### src/rtl/mem_arb_pkg.sv
// Shared types for the fetch/data memory arbiter.
// Holds the FSM state encoding and the full-word byte-enable constant.
package mem_arb_pkg;

  typedef enum logic [1:0] {
    IDLE   = 2'd0,
    WAIT_I = 2'd1,
    WAIT_D = 2'd2
  } state_e;

  localparam logic [3:0] BE_FULL = 4'b1111;

endpackage

### src/rtl/mem_arbiter_if.sv
// Bus bundle between fetch/data requesters, arbiter and memory.
// master: arbiter view; slave: requesters plus memory (environment).
interface mem_arbiter_if #(
  parameter int ADDR_W = 10,
  parameter int DATA_W = 32
);

  logic              i_req;
  logic [ADDR_W-1:0] i_addr;
  logic              i_ack;
  logic [DATA_W-1:0] i_rdata;

  logic              d_req;
  logic              d_we;
  logic [ADDR_W-1:0] d_addr;
  logic [DATA_W-1:0] d_wdata;
  logic [3:0]        d_width;
  logic              d_ack;
  logic [DATA_W-1:0] d_rdata;

  logic              mem_req;
  logic              mem_we;
  logic [ADDR_W-1:0] mem_addr;
  logic [DATA_W-1:0] mem_wdata;
  logic [3:0]        mem_width;
  logic              mem_rvalid;
  logic [DATA_W-1:0] mem_rdata;

  modport master (
    input  i_req, i_addr,
    output i_ack, i_rdata,
    input  d_req, d_we, d_addr,
    input  d_wdata, d_width,
    output d_ack, d_rdata,
    output mem_req, mem_we, mem_addr,
    output mem_wdata, mem_width,
    input  mem_rvalid, mem_rdata
  );

  modport slave (
    output i_req, i_addr,
    input  i_ack, i_rdata,
    output d_req, d_we, d_addr,
    output d_wdata, d_width,
    input  d_ack, d_rdata,
    input  mem_req, mem_we, mem_addr,
    input  mem_wdata, mem_width,
    output mem_rvalid, mem_rdata
  );

endinterface

### src/rtl/starve_counter.sv
// Counts data grants made while fetch waits; requests a forced fetch
// grant at LIMIT. Ports: clk, rst, grants in, fetch_req_i, force_fetch_o.
module starve_counter #(
  parameter int LIMIT = 4
) (
  input  logic clk,
  input  logic rst,
  input  logic data_grant_i,
  input  logic fetch_grant_i,
  input  logic fetch_req_i,
  output logic force_fetch_o
);

  logic [2:0] cnt_q, cnt_d;

  always_comb begin
    cnt_d = cnt_q;
    if (fetch_grant_i) begin
      cnt_d = '0;
    end else if (data_grant_i) begin
      cnt_d = fetch_req_i ? cnt_q + 3'd1 : 3'd0;
    end
  end

  always_ff @(posedge clk) begin
    if (rst) cnt_q <= '0;
    else     cnt_q <= cnt_d;
  end

  assign force_fetch_o =
    fetch_req_i && (cnt_q == 3'(LIMIT));

endmodule

### src/rtl/mem_arbiter.sv
// Data-priority arbiter, one outstanding memory transaction.
// Ports: clk, rst (sync, active-high), bus (mem_arbiter_if.master).
// Optional fetch starvation guard: ARB_STARVE_GUARD_EN.
module mem_arbiter
  import mem_arb_pkg::*;
#(
  parameter int ADDR_W       = 10,
  parameter int DATA_W       = 32,
  parameter int STARVE_LIMIT = 4
) (
  input  logic          clk,
  input  logic          rst,
  mem_arbiter_if.master bus
);

  if (STARVE_LIMIT < 1 || STARVE_LIMIT > 7) begin : g_bad_limit
    $error("STARVE_LIMIT out of range 1..7");
  end

  state_e state_q, state_d;

  logic              grant_i, grant_d;
  logic              force_i;
  logic              i_ack, d_ack;
  logic [DATA_W-1:0] i_rdata, d_rdata;
  logic              mem_req, mem_we;
  logic [ADDR_W-1:0] mem_addr;
  logic [DATA_W-1:0] mem_wdata;
  logic [3:0]        mem_width;

`ifdef ARB_STARVE_GUARD_EN
  starve_counter #(
    .LIMIT(STARVE_LIMIT)
  ) u_starve (
    .clk          (clk),
    .rst          (rst),
    .data_grant_i (grant_d),
    .fetch_grant_i(grant_i),
    .fetch_req_i  (bus.i_req),
    .force_fetch_o(force_i)
  );
`else
  assign force_i = 1'b0;
`endif

  always_comb begin
    state_d   = state_q;
    grant_i   = 1'b0;
    grant_d   = 1'b0;
    i_ack     = 1'b0;
    d_ack     = 1'b0;
    i_rdata   = '0;
    d_rdata   = '0;
    mem_req   = 1'b0;
    mem_we    = 1'b0;
    mem_addr  = '0;
    mem_wdata = '0;
    mem_width = '0;

    unique case (state_q)
      IDLE: begin
        // mem_rvalid is deliberately ignored here
        if (bus.d_req && !force_i) grant_d = 1'b1;
        else if (bus.i_req)        grant_i = 1'b1;
      end
      WAIT_I: begin
        if (bus.mem_rvalid) begin
          i_ack   = 1'b1;
          i_rdata = bus.mem_rdata;
          state_d = IDLE;
        end
      end
      WAIT_D: begin
        if (bus.mem_rvalid) begin
          d_ack   = 1'b1;
          d_rdata = bus.mem_rdata;
          state_d = IDLE;
        end
      end
      default: state_d = IDLE;
    endcase

    // Reset wins: abandon any transaction, keep the bus quiet
    if (rst) begin
      grant_i = 1'b0;
      grant_d = 1'b0;
      i_ack   = 1'b0;
      d_ack   = 1'b0;
      i_rdata = '0;
      d_rdata = '0;
      state_d = IDLE;
    end

    if (grant_d) begin
      mem_req   = 1'b1;
      mem_we    = bus.d_we;
      mem_addr  = bus.d_addr;
      mem_wdata = bus.d_wdata;
      mem_width = bus.d_width;
      state_d   = WAIT_D;
    end else if (grant_i) begin
      mem_req   = 1'b1;
      mem_addr  = bus.i_addr;
      mem_width = BE_FULL;
      state_d   = WAIT_I;
    end
  end

  always_ff @(posedge clk) begin
    if (rst) state_q <= IDLE;
    else     state_q <= state_d;
  end

  assign bus.i_ack     = i_ack;
  assign bus.i_rdata   = i_rdata;
  assign bus.d_ack     = d_ack;
  assign bus.d_rdata   = d_rdata;
  assign bus.mem_req   = mem_req;
  assign bus.mem_we    = mem_we;
  assign bus.mem_addr  = mem_addr;
  assign bus.mem_wdata = mem_wdata;
  assign bus.mem_width = mem_width;

endmodule

### src/flat_wrapper.sv
// flat-port wrapper written by rule: the top's interface ports become plain ports
module mem_arbiter_flat import mem_arb_pkg::*;
#(
  parameter int ADDR_W       = 10,
  parameter int DATA_W       = 32,
  parameter int STARVE_LIMIT = 4
)
  (clk, rst, bus_i_req, bus_i_addr, bus_i_ack, bus_i_rdata, bus_d_req, bus_d_we, bus_d_addr, bus_d_wdata, bus_d_width, bus_d_ack, bus_d_rdata, bus_mem_req, bus_mem_we, bus_mem_addr, bus_mem_wdata, bus_mem_width, bus_mem_rvalid, bus_mem_rdata);
  mem_arbiter_if #(.ADDR_W(ADDR_W), .DATA_W(DATA_W)) bus_i ();
  input  logic clk;
  input  logic rst;
  input wire logic [$bits(bus_i.i_req)-1:0] bus_i_req;
  input wire logic [$bits(bus_i.i_addr)-1:0] bus_i_addr;
  output wire logic [$bits(bus_i.i_ack)-1:0] bus_i_ack;
  output wire logic [$bits(bus_i.i_rdata)-1:0] bus_i_rdata;
  input wire logic [$bits(bus_i.d_req)-1:0] bus_d_req;
  input wire logic [$bits(bus_i.d_we)-1:0] bus_d_we;
  input wire logic [$bits(bus_i.d_addr)-1:0] bus_d_addr;
  input wire logic [$bits(bus_i.d_wdata)-1:0] bus_d_wdata;
  input wire logic [$bits(bus_i.d_width)-1:0] bus_d_width;
  output wire logic [$bits(bus_i.d_ack)-1:0] bus_d_ack;
  output wire logic [$bits(bus_i.d_rdata)-1:0] bus_d_rdata;
  output wire logic [$bits(bus_i.mem_req)-1:0] bus_mem_req;
  output wire logic [$bits(bus_i.mem_we)-1:0] bus_mem_we;
  output wire logic [$bits(bus_i.mem_addr)-1:0] bus_mem_addr;
  output wire logic [$bits(bus_i.mem_wdata)-1:0] bus_mem_wdata;
  output wire logic [$bits(bus_i.mem_width)-1:0] bus_mem_width;
  input wire logic [$bits(bus_i.mem_rvalid)-1:0] bus_mem_rvalid;
  input wire logic [$bits(bus_i.mem_rdata)-1:0] bus_mem_rdata;
  assign bus_i.i_req = bus_i_req;
  assign bus_i.i_addr = bus_i_addr;
  assign bus_i_ack = bus_i.i_ack;
  assign bus_i_rdata = bus_i.i_rdata;
  assign bus_i.d_req = bus_d_req;
  assign bus_i.d_we = bus_d_we;
  assign bus_i.d_addr = bus_d_addr;
  assign bus_i.d_wdata = bus_d_wdata;
  assign bus_i.d_width = bus_d_width;
  assign bus_d_ack = bus_i.d_ack;
  assign bus_d_rdata = bus_i.d_rdata;
  assign bus_mem_req = bus_i.mem_req;
  assign bus_mem_we = bus_i.mem_we;
  assign bus_mem_addr = bus_i.mem_addr;
  assign bus_mem_wdata = bus_i.mem_wdata;
  assign bus_mem_width = bus_i.mem_width;
  assign bus_i.mem_rvalid = bus_mem_rvalid;
  assign bus_i.mem_rdata = bus_mem_rdata;
  mem_arbiter #(.ADDR_W(ADDR_W), .DATA_W(DATA_W), .STARVE_LIMIT(STARVE_LIMIT)) u_core (.clk(clk), .rst(rst), .bus(bus_i));
endmodule
### config.mk
export PLATFORM = sky130hd
export DESIGN_NAME = mem_arbiter_flat
export DESIGN_NICKNAME = d
export VERILOG_FILES = /design/src/rtl/mem_arb_pkg.sv /design/src/rtl/mem_arbiter_if.sv /design/src/rtl/starve_counter.sv /design/src/rtl/mem_arbiter.sv /design/src/flat_wrapper.sv
export SDC_FILE = /design/constraint.sdc
export NUM_CORES = 1
export LEC_CHECK = 0
export ABC_AREA = 1
export CORE_AREA = 2 2 81 83
export CTS_CLUSTER_SIZE = 14
export DETAILED_ROUTE_END_ITERATION = 10
export DIE_AREA = 0 0 83 85
export GPL_TIMING_DRIVEN = 0
export HOLD_SLACK_MARGIN = 0.15
export PLACE_DENSITY = 0.8
export SYNTH_ARGS = -nofsm -noshare
export SYNTH_HDL_FRONTEND = slang
export SYNTH_HIERARCHICAL = 1
export SYNTH_SLANG_ARGS = --single-unit
export TNS_END_PERCENT = 1
### constraint.sdc
create_clock -name clk -period 3.5 [get_ports clk]
set_input_delay 0.35 -clock clk [delete_from_list [all_inputs] [get_ports clk]]
set_output_delay 0.35 -clock clk [all_outputs]
set_load 0.02 [all_outputs]
==> metrics.md, run 1 <==
| Metric | Value |
|---|---|
| Full die area | between 0.007 and 0.008 mm^2 |
| Total of hold buffers inserted after clock tree synthesis | 0 |
| Synth top area cells | sky130_fd_sc_hd__nor2_1, sky130_fd_sc_hd__inv_1, sky130_fd_sc_hd__nand2_1 |
| Ratio of cells with drive above 1 in the final layout | under 10% |
| Routed wirelength normalized by instance count | between 10 and 15 um |
| Avg Vias per Cell | roughly 3.8 |
| Standard-cell rows | 29 |
| Number of instances in the synthesized netlist | about 240 |
| CTS H-tree lvls | 1 |
| Share of flip-flops with an asynchronous set or reset after synthesis | 0% |
| Layout area overhead | 208.0% |
| PostCTS Resize Cnt | 0 |
| Area leader, netlist | sky130_fd_sc_hd__nor2_1 |
| Share of synthesized area occupied by flip-flops and latches | 3.765% |
| Number of flip-flops in the largest register | 2 |
| Mean post-synth cell area | roughly 4.4 um^2 |
| Dominant synthesized flop cell | sky130_fd_sc_hd__dfxtp_1 |
| Setup fix buffers added after clock tree synthesis | 0 |
| Maximum number of pins on one net before global-route repair | 11 |
| GR met3 Demand/Resource | between 7 and 8% |
| Largest Register | u_core/state_q |
| Clock slew at the register clock pins of the worst setup and hold paths | 30 ps |
| Comb pwr share | between 70% and 80% |
| Portion of total power attributed to sequential cells | approximately 5.7% |
| Net switching share of the total power | 36.37% |
| Transition time of the tightest slew-check pin | ~250 ps |
| Routability congestion estimate | 0.8296 |
| Grt met1 use | 13.07% |
| Fraction of the cycle the final worst path needs | 69.79% |
| DRT Wirelength | 5.529 mm |
| Leak pwr | ~1.6 nW |
| Total power divided by cell area | approximately 140 mW/mm^2 |
| Data arrival, critical path | approximately 2100 ps |
| Max stage delay on crit path | roughly 620 ps |
| Worst voltage drop across the vdd grid | 0.0001040 V |
| Buffer levels on the longest clock path | 2 |
| Power Internal | between 0.0002 and 0.0003 W |
| Hold Crit Class | flip-flop to flip-flop |
| Total via count after detailed routing | between 2000 and 2500 |
| Outcome | finished, final reports clean |
| Gr usage total | between 10 and 15% |
| Yosys top cell area share | 33.53% |
| Worst hold slack | approximately 480 ps |
| Floorplan core area | around 0.0062 mm^2 |
| Count of routing violations after the opening detailed-route iteration | 43 |
| Synth top cells by count | sky130_fd_sc_hd__nor2_1, sky130_fd_sc_hd__inv_1, sky130_fd_sc_hd__nand2_1 |
| Total Negative Setup Slacks | 0 ps |
| TritonCTS Sinks | 2 |
| Critical Setup Path Class | input port to output port |
| DR DRC count | 0 |
| Largest registers | u_core/state_q (2) |
| Final #Nets | about 550 |
| Ys Warns | 6 |
| Post-synth cell types | 14 |
| Largest driver fanout on the critical path | 10 |
| Required time at the worst-slack endpoint | roughly 3200 ps |
| Max-slew violations | 0 |
| Count of flip-flops with a built-in enable after synthesis | 0 |
| HPWL reported at the end of detailed placement | slightly above 5 mm |
| DIE WIDTH | between 80 and 90 um |
| Area of the mapped netlist | around 0.0011 mm^2 |
| Number of detailed-route iterations in the first pass | 4 |
| Library cell appearing most often on the critical path | sky130_fd_sc_hd__clkdlybuf4s50_1 |
| Setup repair after global routing missed its margin | false |
| Number of buffers added by the clock tree synthesis step | 3 |
| Ports | approximately 210 |
| Vias in the first global route | 1900 |
| Final setup fails | 0 |
| Initial Util | ~17% |
| GR Layer Usage met2 | ~30% |
| Final hold vios | 0 |
| Max_cap viols | 0 |
| Die extent in y | 85 um |
| Critical Path End Type | output port |
| Worst slew slack as a fraction of its limit | between 80 and 90% |
| Antenna violations before repair | 3 |
| Routed Antenna Nets | 0 |
| Max stage delay cell, worst path | sky130_fd_sc_hd__clkdlybuf4s50_1 |
| Root buffer cell | sky130_fd_sc_hd__clkbuf_8 |
| Number of register bits inferred by synthesis | 2 |
| GRT Max-Usage Layer | met2 |
| Global-route wire length before repair | 8.549 mm |
| Critical Path, Cell by Cell | clkdlybuf4s50_1 -> nand2_2 -> nor2_4 -> inv_2 -> buf_6 -> nor2_1 -> clkdlybuf4s50_1 |
| Final critical-path required period | approximately 2400 ps |
| Maximum frequency from static timing analysis | 409.4 MHz |
| CTS tree | done |
| Part of the power in the clock network | about a fifth |
| Clock Skews | slightly above 2 ps |
| Critical Path Source Type | input port |
| Clk Latency, worst-skew pair | 210 ps |
| P_sw | 0.0001654 W |
| Synthesized net count | between 300 and 400 |
| Count of buffers from port buffering | a little over 200 |
| Most instantiated library cell after synthesis | sky130_fd_sc_hd__nor2_1 |
| Final global-route overflow total | 0 |
## path summary, 6_finish.rpt
path | slack [ps] | end | cells after the start | from
max | 1060 | bus_mem_wdata[12] | 7 | bus_d_req
min | 480 | u_core/state_q[0] | 2 | u_core/state_q[0]
max reg2reg | 2260 | u_core/state_q[1] | 8 | u_core/state_q[0]
min reg2reg | 480 | u_core/state_q[0] | 2 | u_core/state_q[0]
## per-stage QoR
step / utilization (%) / cells / total power [W] / setup WS (ps) / area, um^2
4_1_cts: 52.75 / 529 / 0.0004621 / 1040 / 3273
2_1_floorplan: - / 242 / 0.0001652 / 1888 / 1064
3_5_place_dp: 52.09 / 526 / 0.0003697 / 1041 / 3232
3_3_place_gp: 52.09 / 526 / 0.0003664 / 1050 / 3232
6_report: 52.79 / 530 / 0.0004546 / 1057 / 3276
5_1_grt: 52.75 / 529 / 0.0004902 / 930.1 / 3273
## cell type report
| type | instances | area [um^2] |
|---|---|---|
| clock buffer | 3 | 41.29 |
| inverter | 75 | 281.5 |
| fill | 593 | 2929 |
| timing repair buffer | 207 | 2072 |
| tap | 77 | 96.34 |
| buffer | 11 | 97.59 |
| antenna | 1 | 2.502 |
| multi-input combinational | 154 | 644.4 |
| sequential | 2 | 40.04 |
## power groups by stage
| stage | combinational, W | clock (W) | sequential [W] |
|---|---|---|---|
| after floorplan | 0.000139 | 0 | 0.0000260 |
| after global placement | 0.000340 | 0 | 0.0000261 |
| after detailed placement | 0.000344 | 0 | 0.0000262 |
| after CTS | 0.000344 | 0.0000917 | 0.0000259 |
| after global routing | 0.000367 | 0.0000966 | 0.0000264 |
| final | 0.000340 | 0.0000885 | 0.0000259 |
## cell families (layout without fill, tap and decap cells)
logic type | Yosys count | after routing | synth area share (%)
DFF | 2 | 2 | 3.765
other | 0 | 1 | 0
AOI/OAI and AO/OA | 1 | 1 | 0.4701
buffers and inverters | 86 | 296 | 35.65
and+or+nand+nor | 150 | 150 | 56.59
adders and majority gates | 3 | 3 | 3.530
## worst max-delay path: cells and delay by family
kind | cells | cell delay, ps
buffers and inverters | 4 | 1380
AND/OR/NAND/NOR | 3 | 360
## routing by layer
metal / up-vias / part of all wire, %
li1: 1071 / -
met1: 807 / 33
met4: 2 / 0.42
met5: - / 0.24
met3: 4 / 15
met2: 136 / 51
## placed cells by master (no fill, tap or decap)
cell type / count
sky130_fd_sc_hd__a21oi_1: 1
sky130_fd_sc_hd__buf_4: 7
sky130_fd_sc_hd__buf_6: 4
sky130_fd_sc_hd__clkbuf_8: 3
sky130_fd_sc_hd__clkdlybuf4s50_1: 207
sky130_fd_sc_hd__dfxtp_1: 2
sky130_fd_sc_hd__diode_2: 1
sky130_fd_sc_hd__ha_1: 3
sky130_fd_sc_hd__inv_1: 72
sky130_fd_sc_hd__inv_2: 3
sky130_fd_sc_hd__nand2_1: 44
sky130_fd_sc_hd__nand2_2: 2
sky130_fd_sc_hd__nand3_1: 1
sky130_fd_sc_hd__nand3_2: 2
sky130_fd_sc_hd__nor2_1: 95
sky130_fd_sc_hd__nor2_2: 5
sky130_fd_sc_hd__nor2_4: 1
Note: power is estimated with default switching activity, not from simulation.
==> run 2, diff against run 1 <==
==> constraint.sdc (replaced) <==
create_clock -name clk -period 2.3 [get_ports clk]
set_input_delay 0.23 -clock clk [delete_from_list [all_inputs] [get_ports clk]]
set_output_delay 0.23 -clock clk [all_outputs]
set_load 0.02 [all_outputs]
==> run 2 against run 1 <==
  * Sequential cell count did not move
  * Clock power rose by 53%
  * Design area rose by 3.3%
  * Via count did not move
  * Hold slack barely moved
  * Global-route usage did not move
  * Clock skew did not move
  * Utilization rose by 1.7 points
==> metrics.md, run 2 (same netlist as run 1, synthesis figures left out) <==
| Metric | Value |
|---|---|
| Max_cap viols | 0 (unchanged) |
| Global-route wire length before repair | 8.549 mm (unchanged) |
| Final #Nets | 551 (unchanged) |
| Filler cell count in the final layout | 584 (was 593) |
| Hold Crit Class | flip-flop to flip-flop (unchanged) |
| Number of detailed-route iterations in the first pass | 5 (was 4) |
| Routed Antenna Nets | 0 (unchanged) |
| Fraction of the cycle the final worst path needs | a little over nine tenths |
| HPWL reported at the end of detailed placement | 5.149 mm (unchanged) |
| Ratio of cells with drive above 1 in the final layout | 5.973% (unchanged) |
| Critical Path Source Type | input port (unchanged) |
| Max-slew violations | 0 (unchanged) |
| Layout area overhead | 218.1% (was 208.0%) |
| Launch instance of the worst register-to-register path | u_core/state_q[0] (unchanged) |
| Final critical-path required period | about 2200 ps |
| CTS tree | done (unchanged) |
| Post-layout utilization of the core | 54.53% (was 52.79%) |
| Reg2Reg Depth | 8 (unchanged) |
| Clock Skews | 2.032 ps (unchanged) |
| CTS H-tree lvls | 1 (unchanged) |
| Most common library cell in the layout ignoring fill and taps | sky130_fd_sc_hd__clkdlybuf4s50_1 (unchanged) |
| Die extent in y | 85 um (unchanged) |
| Placed Area | 0.003232 mm^2 (unchanged) |
| Leak pwr | 2.341 nW (was 1.634 nW) |
| Routability congestion estimate | 0.8296 (unchanged) |
| Clock slew at the register clock pins of the worst setup and hold paths | 30 ps (about the same) |
| Setup slack, reg-to-reg | 1060 ps (was 2260 ps) |
| Worst slew slack as a fraction of its limit | 81.46% (was 83.02%) |
| Initial Util | 17.14% (unchanged) |
| Total via count after detailed routing | 2020 (unchanged) |
| Count of buffer and inverter cells on the critical path | 4 (unchanged) |
| WHS Endpoint | u_core/state_q[0] (unchanged) |
| Transition time of the tightest slew-check pin | 277.7 ps (was 253.9 ps) |
| Worst voltage drop across the vdd grid | 0.0001581 V (was 0.0001040 V) |
| Portion of total power attributed to sequential cells | 5.8% (was 5.7%) |
| Most frequent cells in the layout | sky130_fd_sc_hd__clkdlybuf4s50_1, sky130_fd_sc_hd__nor2_1, sky130_fd_sc_hd__inv_1 (unchanged) |
| Max stage delay on crit path | 610 ps (was 620 ps) |
| Vias in the first global route | 1900 (unchanged) |
| Critical Setup Path Class | input port to output port (unchanged) |
| Largest registers | u_core/state_q (2) (unchanged) |
| Ports | 208 (unchanged) |
| Required time at the worst-slack endpoint | 2070 ps (was 3150 ps) |
| Maximum frequency from static timing analysis | between 400 and 500 MHz |
| Final design instance area without fill | 0.003383 mm^2 (was 0.003276 mm^2) |
| Net switching share of the total power | 36.83% (was 36.37%) |
| Number of flip-flops in the largest register | 2 (unchanged) |
| Setup fix buffers added after clock tree synthesis | 0 (unchanged) |
| Total Negative Setup Slacks | 0 ps (unchanged) |
| Full die area | 0.007055 mm^2 (unchanged) |
| Largest driver fanout on the critical path | 10 (unchanged) |
| TritonCTS Sinks | 2 (unchanged) |
| Library cell appearing most often on the critical path | sky130_fd_sc_hd__clkdlybuf4s50_1 (unchanged) |
| Number of buffers added by the clock tree synthesis step | 3 (unchanged) |
| Routed wirelength normalized by instance count | 10.72 um (was 10.43 um) |
| Critical path's top delay family | buffers and inverters (unchanged) |
| Finished Layout Cells | 530 (unchanged) |
| Count of routing violations after the opening detailed-route iteration | 47 (was 43) |
| Critical Path End Type | output port (unchanged) |
| P_sw | 0.0002515 W (was 0.0001654 W) |
| Total power divided by cell area | 201.8 mW/mm^2 (was 138.8 mW/mm^2) |
| Cell depth of the worst min-delay path | 2 (unchanged) |
| Critical Path, Cell by Cell | clkdlybuf4s50_1 -> inv_2 -> nand3_2 -> buf_4 -> nor2_1 -> clkdlybuf4s50_1 (was clkdlybuf4s50_1 -> nand2_2 -> nor2_4 -> inv_2 -> buf_6 -> nor2_1 -> clkdlybuf4s50_1) |
| Power Internal | 0.0004313 W (was 0.0002893 W) |
| Data arrival, critical path | 1930 ps (was 2090 ps) |
| Worst r2r dst | u_core/state_q[1] (unchanged) |
| Worst Min Path Start | u_core/state_q[0] (unchanged) |
| PostCTS Resize Cnt | 0 (unchanged) |
| Outcome | finished, final reports clean (unchanged) |
| Total placed cells including tap cells | 526 (unchanged) |
| Part of the power in the clock network | 19.7% (was 19.5%) |
| Final global-route overflow total | 0 (unchanged) |
| Gr usage total | 14.47% (unchanged) |
| DIE WIDTH | 83 um (unchanged) |
| Buffer levels on the longest clock path | 2 (unchanged) |
| Setup repair after global routing missed its margin | false (unchanged) |
| Standard-cell rows | 29 (unchanged) |
| Antenna violations before repair | 3 (unchanged) |
| DRT Wirelength | 5.684 mm (was 5.529 mm) |
| Clk Latency, worst-skew pair | 210 ps (about the same) |
| Comb pwr share | 74.5% (was 74.8%) |
| Final hold vios | 0 (unchanged) |
| Maximum number of pins on one net before global-route repair | 11 (unchanged) |
| Floorplan core area | 0.006205 mm^2 (unchanged) |
| Final setup fails | 0 (unchanged) |
| Avg Vias per Cell | 3.811 (unchanged) |
| Root buffer cell | sky130_fd_sc_hd__clkbuf_8 (unchanged) |
| Largest Register | u_core/state_q (unchanged) |
| Total of hold buffers inserted after clock tree synthesis | 0 (unchanged) |
| Max stage delay cell, worst path | sky130_fd_sc_hd__clkdlybuf4s50_1 (unchanged) |
| Count of buffers from port buffering | 207 (unchanged) |
| DR DRC count | 0 (unchanged) |
run 2: power groups by stage:
stage	clock network [W]	registers [W]	logic [W]
floorplan	0	0.0000396	0.000212
global placement	0	0.0000398	0.000518
detailed placement	0	0.0000399	0.000523
CTS	0.000140	0.0000394	0.000524
global route	0.000147	0.0000401	0.000550
finish	0.000135	0.0000394	0.000509
run 2: final cells by class:
cell class / count / area [um^2] / area share (%)
Multi-Input combinational cell: 154 / 644.4 / 19.05
Inverter: 75 / 281.5 / 8.321
Timing Repair Buffer: 207 / 2180 / 64.42
Antenna cell: 1 / 2.502 / 0.07396
Sequential cell: 2 / 40.04 / 1.183
Clock buffer: 3 / 41.29 / 1.220
Buffer: 11 / 97.59 / 2.885
Tap cell: 77 / 96.34 / 2.848
run 2: worst max-delay path by stage:
stage                                 start  cells after the start           endpoint  slack [ps]
after global placement            bus_d_req                      7  bus_mem_wdata[26]          90
final                                   rst                      6    bus_i_rdata[27]         140
after floorplan           u_core/state_q[0]                      7  bus_mem_wdata[24]         810
after CTS                 u_core/state_q[0]                      8  bus_mem_wdata[26]          20
after detailed placement          bus_d_req                      7  bus_mem_wdata[26]          80
after global routing                    rst                      6    bus_i_rdata[18]           9
run 2: metrics by stage:
stage | hold slack, ps | total power (W) | setup slack (ps)
CTS | 484.5 | 0.0007031 | 17.42
floorplan | 395.9 | 0.0002513 | 807.8
global route | 518.3 | 0.0007369 | 8.864
detailed placement | 479.9 | 0.0005626 | 81.29
global placement | 468.1 | 0.0005576 | 90.01
finish | 478.7 | 0.0006828 | 140.5
run 2: worst reg2reg max path: stages, from the launching register on:
cell and delay [ps]:
sky130_fd_sc_hd__dfxtp_1 340, sky130_fd_sc_hd__inv_1 70, sky130_fd_sc_hd__ha_1 220, sky130_fd_sc_hd__inv_1 90, sky130_fd_sc_hd__nor2_2 40, sky130_fd_sc_hd__nand2_2 130, sky130_fd_sc_hd__inv_2 60, sky130_fd_sc_hd__buf_6 140
sky130_fd_sc_hd__nor2_2 90
run 2: layer usage:
layer  part of all wire, %  wire length, um  GRT usage (%)  vias to the layer above
met5                  0.23               13              0                        -
met4                  0.46               26          1.341                        2
met3                    15              838          7.393                        6
met2                    52             2928          29.55                      132
met1                    33             1877          13.07                      810
li1                      -                -              -                     1070
